<file path="config.mk">
export PLATFORM = sky130hd
export DESIGN_NAME = sdrc_app_arb
export DESIGN_NICKNAME = d
export VERILOG_FILES = /design/src/rtl/sdrc_app_arb.sv
export SDC_FILE = /design/constraint.sdc
export NUM_CORES = 1
export LEC_CHECK = 0
export ABC_AREA = 1
export ABC_CLOCK_PERIOD_IN_PS = 1500
export CAP_MARGIN = 20
export CORE_AREA = 2 2 131 133
export DETAILED_ROUTE_END_ITERATION = 7
export DIE_AREA = 0 0 133 135
export GPL_TIMING_DRIVEN = 1
export PLACE_DENSITY_LB_ADDON = 0.15
export SYNTH_ARGS = -nofsm -noshare
export SYNTH_HDL_FRONTEND = slang
export SYNTH_SLANG_ARGS = --single-unit
</file>
<file path="constraint.sdc">
create_clock -name sdram_clk -period 1.5 [get_ports sdram_clk]
set_input_delay 0.15 -clock sdram_clk [delete_from_list [all_inputs] [get_ports sdram_clk]]
set_output_delay 0.15 -clock sdram_clk [all_outputs]
set_load 0.03 [all_outputs]
</file>
<file path="src/rtl/sdrc_app_arb.sv">
// ---------------------------------------------------------------------------
// sdrc_app_arb
//   Two-port round-robin arbiter placed in front of the SDRAM core application
//   interface. Two masters (e.g. a wishbone bridge and a DMA engine) share one
//   sdrc_core. A grant is held for a whole burst, from request accept through
//   the last write beat or last read beat. Only one transfer is ever in flight.
//
// Parameters
//   APP_AW  application address width
//   APP_DW  application data width
//   APP_BW  byte-enable width (APP_DW/8)
//   BL      burst length field width
//
// Ports
//   sdram_clk, sdram_resetn      clock (rising edge), async active-low reset
//   sdr_init_done                no new grant is issued while low
//   pN_req/_addr/_len/_wr_n      port request (held until pN_req_ack), wr_n=0 write
//   pN_req_ack                   request accepted by the core (1-cycle pulse)
//   pN_wr_data/_wr_en_n          port write data and active-low byte enables
//   pN_wr_next                   write beat consumed, present the next beat
//   pN_rd_valid/_last_rd         read beat valid / final read beat
//   pN_rd_data                   broadcast read data (qualify with pN_rd_valid)
//   app_req/_addr/_len/_wr_n     request towards the core; app_req_ack back
//   app_wr_data/_wr_en_n         muxed write data towards the core
//   app_wr_next_req/app_last_wr  core write beat strobe / final write beat
//   app_rd_valid/_last_rd/_data  core read beat strobe / final beat / data
//   arb_gnt                      one-hot current grant (00 when idle)
//   arb_busy                     arbiter is not idle
// ---------------------------------------------------------------------------
module sdrc_app_arb #(
    parameter int unsigned APP_AW = 26,
    parameter int unsigned APP_DW = 32,
    parameter int unsigned APP_BW = 4,
    parameter int unsigned BL     = 9
) (
    input  logic              sdram_clk,
    input  logic              sdram_resetn,
    input  logic              sdr_init_done,

    input  logic              p0_req,
    input  logic [APP_AW-1:0] p0_req_addr,
    input  logic [BL-1:0]     p0_req_len,
    input  logic              p0_req_wr_n,
    output logic              p0_req_ack,
    input  logic [APP_DW-1:0] p0_wr_data,
    input  logic [APP_BW-1:0] p0_wr_en_n,
    output logic              p0_wr_next,
    output logic              p0_rd_valid,
    output logic              p0_last_rd,
    output logic [APP_DW-1:0] p0_rd_data,

    input  logic              p1_req,
    input  logic [APP_AW-1:0] p1_req_addr,
    input  logic [BL-1:0]     p1_req_len,
    input  logic              p1_req_wr_n,
    output logic              p1_req_ack,
    input  logic [APP_DW-1:0] p1_wr_data,
    input  logic [APP_BW-1:0] p1_wr_en_n,
    output logic              p1_wr_next,
    output logic              p1_rd_valid,
    output logic              p1_last_rd,
    output logic [APP_DW-1:0] p1_rd_data,

    output logic              app_req,
    output logic [APP_AW-1:0] app_req_addr,
    output logic [BL-1:0]     app_req_len,
    output logic              app_req_wr_n,
    input  logic              app_req_ack,
    output logic [APP_DW-1:0] app_wr_data,
    output logic [APP_BW-1:0] app_wr_en_n,
    input  logic              app_wr_next_req,
    input  logic              app_last_wr,
    input  logic              app_rd_valid,
    input  logic              app_last_rd,
    input  logic [APP_DW-1:0] app_rd_data,

    output logic [1:0]        arb_gnt,
    output logic              arb_busy
);

    typedef enum logic [1:0] {
        ST_IDLE,
        ST_REQ,
        ST_WR,
        ST_RD
    } state_t;

    state_t state;
    logic   gnt_sel;   // granted port index, valid outside ST_IDLE
    logic   ptr;       // last fully served port (the low-priority one)
    logic   nxt_sel;

    logic              sel_req;
    logic [APP_AW-1:0] sel_addr;
    logic [BL-1:0]     sel_len;
    logic              sel_wr_n;
    logic [APP_DW-1:0] sel_wr_data;
    logic [APP_BW-1:0] sel_wr_en_n;

    // Both requesting: the port that was not served last wins.
    // Single requester: it wins.
    always_comb begin
        if (p0_req && p1_req)
            nxt_sel = ~ptr;
        else
            nxt_sel = p1_req;
    end

    always_comb begin
        if (gnt_sel) begin
            sel_req     = p1_req;
            sel_addr    = p1_req_addr;
            sel_len     = p1_req_len;
            sel_wr_n    = p1_req_wr_n;
            sel_wr_data = p1_wr_data;
            sel_wr_en_n = p1_wr_en_n;
        end else begin
            sel_req     = p0_req;
            sel_addr    = p0_req_addr;
            sel_len     = p0_req_len;
            sel_wr_n    = p0_req_wr_n;
            sel_wr_data = p0_wr_data;
            sel_wr_en_n = p0_wr_en_n;
        end
    end

    // Grant FSM; arb_gnt/arb_busy are registered alongside the state.
    always_ff @(posedge sdram_clk or negedge sdram_resetn) begin
        if (!sdram_resetn) begin
            state    <= ST_IDLE;
            gnt_sel  <= 1'b0;
            ptr      <= 1'b0;
            arb_gnt  <= '0;
            arb_busy <= 1'b0;
        end else begin
            case (state)
                ST_IDLE: begin
                    if (sdr_init_done && (p0_req || p1_req)) begin
                        gnt_sel  <= nxt_sel;
                        arb_gnt  <= nxt_sel ? 2'b10 : 2'b01;
                        arb_busy <= 1'b1;
                        state    <= ST_REQ;
                    end
                end
                ST_REQ: begin
                    // A withdrawn request releases the grant without
                    // counting as served, so the pointer is left alone.
                    if (!sel_req) begin
                        state    <= ST_IDLE;
                        arb_gnt  <= '0;
                        arb_busy <= 1'b0;
                    end else if (app_req_ack) begin
                        state <= sel_wr_n ? ST_RD : ST_WR;
                    end
                end
                ST_WR: begin
                    if (app_wr_next_req && app_last_wr) begin
                        state    <= ST_IDLE;
                        ptr      <= gnt_sel;
                        arb_gnt  <= '0;
                        arb_busy <= 1'b0;
                    end
                end
                ST_RD: begin
                    if (app_rd_valid && app_last_rd) begin
                        state    <= ST_IDLE;
                        ptr      <= gnt_sel;
                        arb_gnt  <= '0;
                        arb_busy <= 1'b0;
                    end
                end
                default: begin
                    state    <= ST_IDLE;
                    arb_gnt  <= '0;
                    arb_busy <= 1'b0;
                end
            endcase
        end
    end

    // Core-side request/data muxing and port-side strobe steering. Only the
    // granted port ever sees ack/next/valid; everything else idles.
    always_comb begin
        app_req      = 1'b0;
        app_req_addr = '0;
        app_req_len  = '0;
        app_req_wr_n = 1'b1;
        app_wr_data  = '0;
        app_wr_en_n  = '1;
        p0_req_ack   = 1'b0;
        p1_req_ack   = 1'b0;
        p0_wr_next   = 1'b0;
        p1_wr_next   = 1'b0;
        p0_rd_valid  = 1'b0;
        p1_rd_valid  = 1'b0;
        p0_last_rd   = 1'b0;
        p1_last_rd   = 1'b0;
        case (state)
            ST_REQ: begin
                app_req      = sel_req;
                app_req_addr = sel_addr;
                app_req_len  = sel_len;
                app_req_wr_n = sel_wr_n;
                if (sel_req && app_req_ack) begin
                    if (gnt_sel) p1_req_ack = 1'b1;
                    else         p0_req_ack = 1'b1;
                end
            end
            ST_WR: begin
                app_wr_data = sel_wr_data;
                app_wr_en_n = sel_wr_en_n;
                if (gnt_sel) p1_wr_next = app_wr_next_req;
                else         p0_wr_next = app_wr_next_req;
            end
            ST_RD: begin
                if (gnt_sel) begin
                    p1_rd_valid = app_rd_valid;
                    p1_last_rd  = app_last_rd;
                end else begin
                    p0_rd_valid = app_rd_valid;
                    p0_last_rd  = app_last_rd;
                end
            end
            default: ;
        endcase
    end

    assign p0_rd_data = app_rd_data;
    assign p1_rd_data = app_rd_data;

endmodule
</file>
## Yosys cells after proc, flatten, opt, wreduce, memory -nomap -nowiden

Cells that the tools add are included.

| storage, ports and cells | value |
|---|---|
| input bits | 186 |
| register bits | 7 |
| output and inout port bits | 148 |

| cells by class | value |
|---|---|
| equal/unequal tests | 8 |
| multiplexer cells | 50 |
| reduce and logical (&&, ||, !) cells | 12 |
| bitwise logic cells | 1 |

Operators with widths:

| operator | count |
|---|---|
| 32-bit two-way mux | 2 |
| 26-bit two-way mux | 2 |
| 1-bit two-way mux | 30 |
| 9-bit two-way mux | 2 |
| 2-bit two-way mux | 8 |
| 2-bit case mux with 4 select lines | 2 |
| 4-bit two-way mux | 2 |
| 2-bit inequality test, second input constant | 4 |
| 4-bit AND reduction | 2 |
| 1-bit logical AND | 5 |
| 2-bit equality test, second input constant | 2 |
| 1-bit case mux with 4 select lines | 1 |
| 3-bit inequality test, second input constant | 1 |
| 3-bit AND reduction | 1 |
| 2-bit by 1-bit equality test with 1-bit output, second input constant | 1 |
| 2-bit zero test | 1 |
| 1-bit case mux with 2 select lines | 1 |
| 2-bit AND reduction | 1 |
| 2-bit nonzero test | 1 |
| 1-bit logical OR | 1 |
| 1-bit NOT | 1 |

## Depth between registers and ports, before layout

| logic depth | value |
|---|---|
| word-level depth | 5 |
| gate-level depth with buffers | 8 |
| depth with buffers taken out | 7 |

## Worst setup path after synthesis

No wires, ideal clock.

| timing | value |
|---|---|
| path kind | reg-to-output |
| start | register gnt_sel |
| end | output port p0_req_ack |
| required time | 1.350 ns |
| data arrival time | 1.669 ns |
| buffers on the path | 1 |
| path slack | -0.319 ns |
| stages on the path, launching flop included | 7 |
| path through | dfrtp_1 -> buf_2 -> inv_2 -> nand2_1 -> nand2_1 -> nand2_1 -> nor4_1 |

| between the ends | value |
|---|---|
| word-level cells in the longest chain between the ends | 4 |
| elaborated cells between the ends (all ways) | 5 |
| those cells by class | 4 x mux; 1 x reduce/logical |

Ends and longest elaborated chain:

| what | RTL line | RTL |
|---|---|---|
| start, declared | 89 | `logic gnt_sel;` |
| start signal, assigned | 139 | `gnt_sel <= nxt_sel;` |
| 1-bit two-way mux | 110 | `if (gnt_sel) begin` |
| 1-bit logical AND | 204 | `if (sel_req && app_req_ack) begin` |
| 1-bit two-way mux (*) | 204 |  |
| 1-bit two-way mux (*) | 198 | `case (state)` |
| end, declared | 44 | `output logic p0_req_ack,` |

Mark *: on every way between the ends. The rest lies on a longest branch, timed or not.

## Final worst setup path

| timing | value |
|---|---|
| start | register state[1] |
| end | output port app_req_addr[6] |

| between the ends | value |
|---|---|
| word-level cells in the longest chain between the ends | 2 |

Ends and longest elaborated chain:

| what | RTL line | RTL |
|---|---|---|
| start, declared | 88 | `state_t state;` |
| start signal, assigned | 153 | `state <= sel_wr_n ? ST_RD : ST_WR;` |
| 2-bit by 1-bit equality test with 1-bit output | 198 |  |
| 26-bit two-way mux | 198 |  |
| end, declared | 65 | `output logic [APP_AW-1:0] app_req_addr,` |

No other way between the ends.

==> impl_metrics.csv <==
group,metric,value,unit
outcome,status,"complete, but fails checks",
outcome,violations,"negative setup slack",
placed_design,pre_cts_slack,0.00820,ns
sta,fin_ws,-0.0987,ns
sta,post-route-min-period,1.60,ns
sta,final-hold-violation-count,0,
sta,finalSetupViolCount,68,
floorplanning,die_height,135,um
critical_path,setup.worst_path.end_class,"primary output",
routing,first_iter_violations,99,
sta,rsz0062_at_grt,"yes",
logic_synthesis,ys_ff_latch,7,
global_route,grt_usage,11.6,%
layout,layout-drive-gt1-share,36.2,%
sta,finClkSkew,0.000407,ns
critical_path,cp_slowest_stage_delay,0.44,ns
global_route,grt_first_pass_wirelength,16.7,mm
flow_run,max-cap-violations,0,
routing,routedWlPerCell,16.0,um
floorplanning,start_util,12.7,%
floorplanning,fp.dieW,133,um
critical_path,critPathRequiredTime,1.35,ns
logic_synthesis,ys_types,18,
critical_path,path_buf_inv,3,
critical_path,worstSetupPathType,"reg2out",
routing,route.detailed.drc,0,
logic_synthesis,synth_ff_type,"dfrtp_1",
sta,drv_slew,0,
layout,nNetsFinal,748,
global_route,grt_pass1_vias,3182,
power_and_ir_drop,p_total,8.73,mW
critical_path,cpMaxStageDelayCell,"dfrtp_2",
logic_synthesis,synth_edf_count,0,
sta,fin_crit_sh,107,%
critical_path,cp.arrival,1.45,ns
clock_tree,cts_tree,"done",
floorplanning,dieArea,18000,um^2
routing,viasPerCell,4.04,
logic_synthesis,yosysWarnings,0,
critical_path,crit_family,"flip-flops",
sta,clock.fmax,626,MHz
power_and_ir_drop,power.leakage,2.20,nW
placed_design,io_buffers,237,
routing,detail-route-antenna-nets,0,
routing,vias,3154,
power_and_ir_drop,peakVddDrop,611,uV
global_route,antenna_found_initial,0,
layout,finalNonFillerCells,781,
clock_tree,cts.reportedPaths.clkPinSlew,0.04,ns
logic_synthesis,synth.net_count,563,
sta,max_slew_margin,77.0,%
layout,num_antenna_cells,0,
clock_tree,cts_htree_levels,1,
floorplanning,boundaryPins,334,
logic_synthesis,yosysSeqAreaShare,8.43,%
placed_design,place_hpwl,8.68,mm
logic_synthesis,synth_area_leaders,"buf_4 (24%), nand2_1 (23%), nand3_1 (19%)",
logic_synthesis,syn_area,2080,um^2
critical_path,cpMostUsedCell,"buf_12",
clock_tree,insertion_delay,0.23,ns
logic_synthesis,synth.most_common_cell,"nand2_1",
logic_synthesis,syn_area_per_cell,5.51,um^2
routing,wirelength,12.5,mm
global_route,grt_start_max_net_pins,40,
critical_path,cp_max_fo,7,
logic_synthesis,synth_commonest_cells,"nand2_1 (130), nand3_1 (79), buf_4 (66)",
sta,tightest_slew,0.344,ns
power_and_ir_drop,p_per_area,1690,nW/um^2
floorplanning,num_rows,47,
global_route,grt_overflow,0,
critical_path,crit_chain,"nor2_4 > buf_12 > buf_8 > nand3_1 > nand2_2 > buf_12",
critical_path,startpoint_type,"register",
clock_tree,clock_sinks,7,
routing,dr.pass1.iters,4,
logic_synthesis,yosysTopAreaCell,"buf_4",
placed_design,gp_congestion,0.793,
sta,fin_hold_ws,0.193,ns
worst_hold_path,hold_class,"in2async",
floorplanning,core,16400,um^2
clock_tree,cts-buffers-inserted,3,
clock_tree,cts_root_buffer,"clkbuf_16",
logic_synthesis,synthArstFlopShare,100,%
placed_design,dp_cells,761,
layout,syn_to_final_growth,149,%
clock_tree,clockBufferDepth,2,
logic_synthesis,synth_cells,377,
layout,fin_util,31.6,%
logic_synthesis,yosysTopAreaCellShare,23.9,%
[flip-flops by register name, indices dropped and copies added (netlist names)]
signal / flops
arb_gnt: 2
arb_busy: 1
ptr: 1
gnt_sel: 1
state: 2
[cells by family after synthesis]
| logic type | share of synthesized area (%) |
|---|---|
| DFF | 8.43 |
| and+or+nand+nor | 47.0 |
| AOI/OAI and AO/OA | 10.2 |
| buffers and inverters | 34.3 |
[cell type report]
| cell class | instances | area, um^2 |
|---|---|---|
| repair buffers | 273 | 3030 |
| flip-flops and latches | 7 | 179 |
| well taps | 220 | 275 |
| multi-input cells | 267 | 1560 |
| fillers | 1750 | 11200 |
| inverters | 10 | 47.5 |
| clock buffers | 4 | 78.8 |
[path summary, 6_finish.rpt]
path	from	end	slack, ns	cells past startpoint
setup / recovery	state[1]	app_req_addr[6]	-0.1	6
hold / removal	sdram_resetn	arb_gnt[1]	0.19	1
setup reg to reg	gnt_sel	arb_gnt[0]	0.12	8
hold reg to reg	arb_busy	arb_busy	0.50	2
max in group asynchronous	sdram_resetn	state[0]	1.03	1
min in group sdram_clk	app_rd_data[13]	p0_rd_data[13]	0.30	0
[report_power, final]
group	internal [mW]	leakage (nW)	switching, mW
clock	0.354	0.0382	0.101
combinational	3.49	2.08	4.41
sequential	0.284	0.0831	0.0961
total	4.13	2.20	4.60
[metal layers]
layer | vias to the layer above | wire length, um | GRT usage, %
li1 | 1539 | - | -
met1 | 1403 | 4560 | 11.5
met2 | 180 | 6540 | 22.8
met3 | 32 | 1090 | 3.64
met4 | 0 | 304 | 3.88
met5 | - | 0 | 0
[stage by stage]
stage	TNS (ns)	cell area (um^2)
global route	-9.46	5180
global placement	0	4330
finish	-4.27	5180
floorplan	-0.768	2210
CTS	-4.93	4830
detailed placement	0	4330
[worst reg2reg max path: stages, from the launching register on]
cell	delay, ns
dfrtp_2	0.46
buf_6	0.15
nand2_2	0.05
nand2_2	0.06
buf_4	0.14
nand2_2	0.06
nand2_1	0.10
o21ai_0	0.17
nand2_1	0.06
[cell usage in the layout (no fill, tap or decap)]
| cell | Yosys | final |
|---|---|---|
| and2_1 | 1 | 1 |
| clkbuf_16 | 0 | 7 |
| a21oi_2 | 0 | 24 |
| o211ai_1 | 1 | 1 |
| nor2_1 | 6 | 5 |
| inv_2 | 4 | 3 |
| nor4_2 | 0 | 1 |
| buf_12 | 0 | 16 |
| buf_4 | 66 | 26 |
| clkbuf_1 | 5 | 1 |
| inv_8 | 0 | 1 |
| buf_16 | 0 | 3 |
| nand3_1 | 79 | 70 |
| buf_8 | 0 | 2 |
| o21ai_0 | 4 | 4 |
| nand2_1 | 130 | 107 |
| nand3_4 | 0 | 1 |
| dfrtp_1 | 7 | 4 |
| nand3_2 | 0 | 8 |
| dfrtp_2 | 0 | 3 |
| nor4_4 | 0 | 1 |
| inv_1 | 6 | 5 |
| inv_4 | 0 | 1 |
| nor2_2 | 0 | 1 |
| nor3_2 | 0 | 2 |
| nand2_4 | 0 | 1 |
| clkdlybuf4s50_1 | 0 | 156 |
| nand2_2 | 0 | 22 |
| a21oi_1 | 34 | 2 |
| o21a_1 | 2 | 2 |
| nor3_4 | 0 | 4 |
| buf_6 | 8 | 66 |
| a21oi_4 | 0 | 8 |
| nor2_4 | 2 | 2 |
[what timing repair did]
item | in CTS | in global routing
cloned | 3 | 7
hold buffers | 0 | 0
endpoints found under the hold margin | 0 | 0
endpoints found under the setup margin | 81 | 83
resized for setup | 76 | 60
buffers inserted | 6 | 4
pin swaps | 5 | 19
Note: power is estimated with default switching activity, not from simulation.
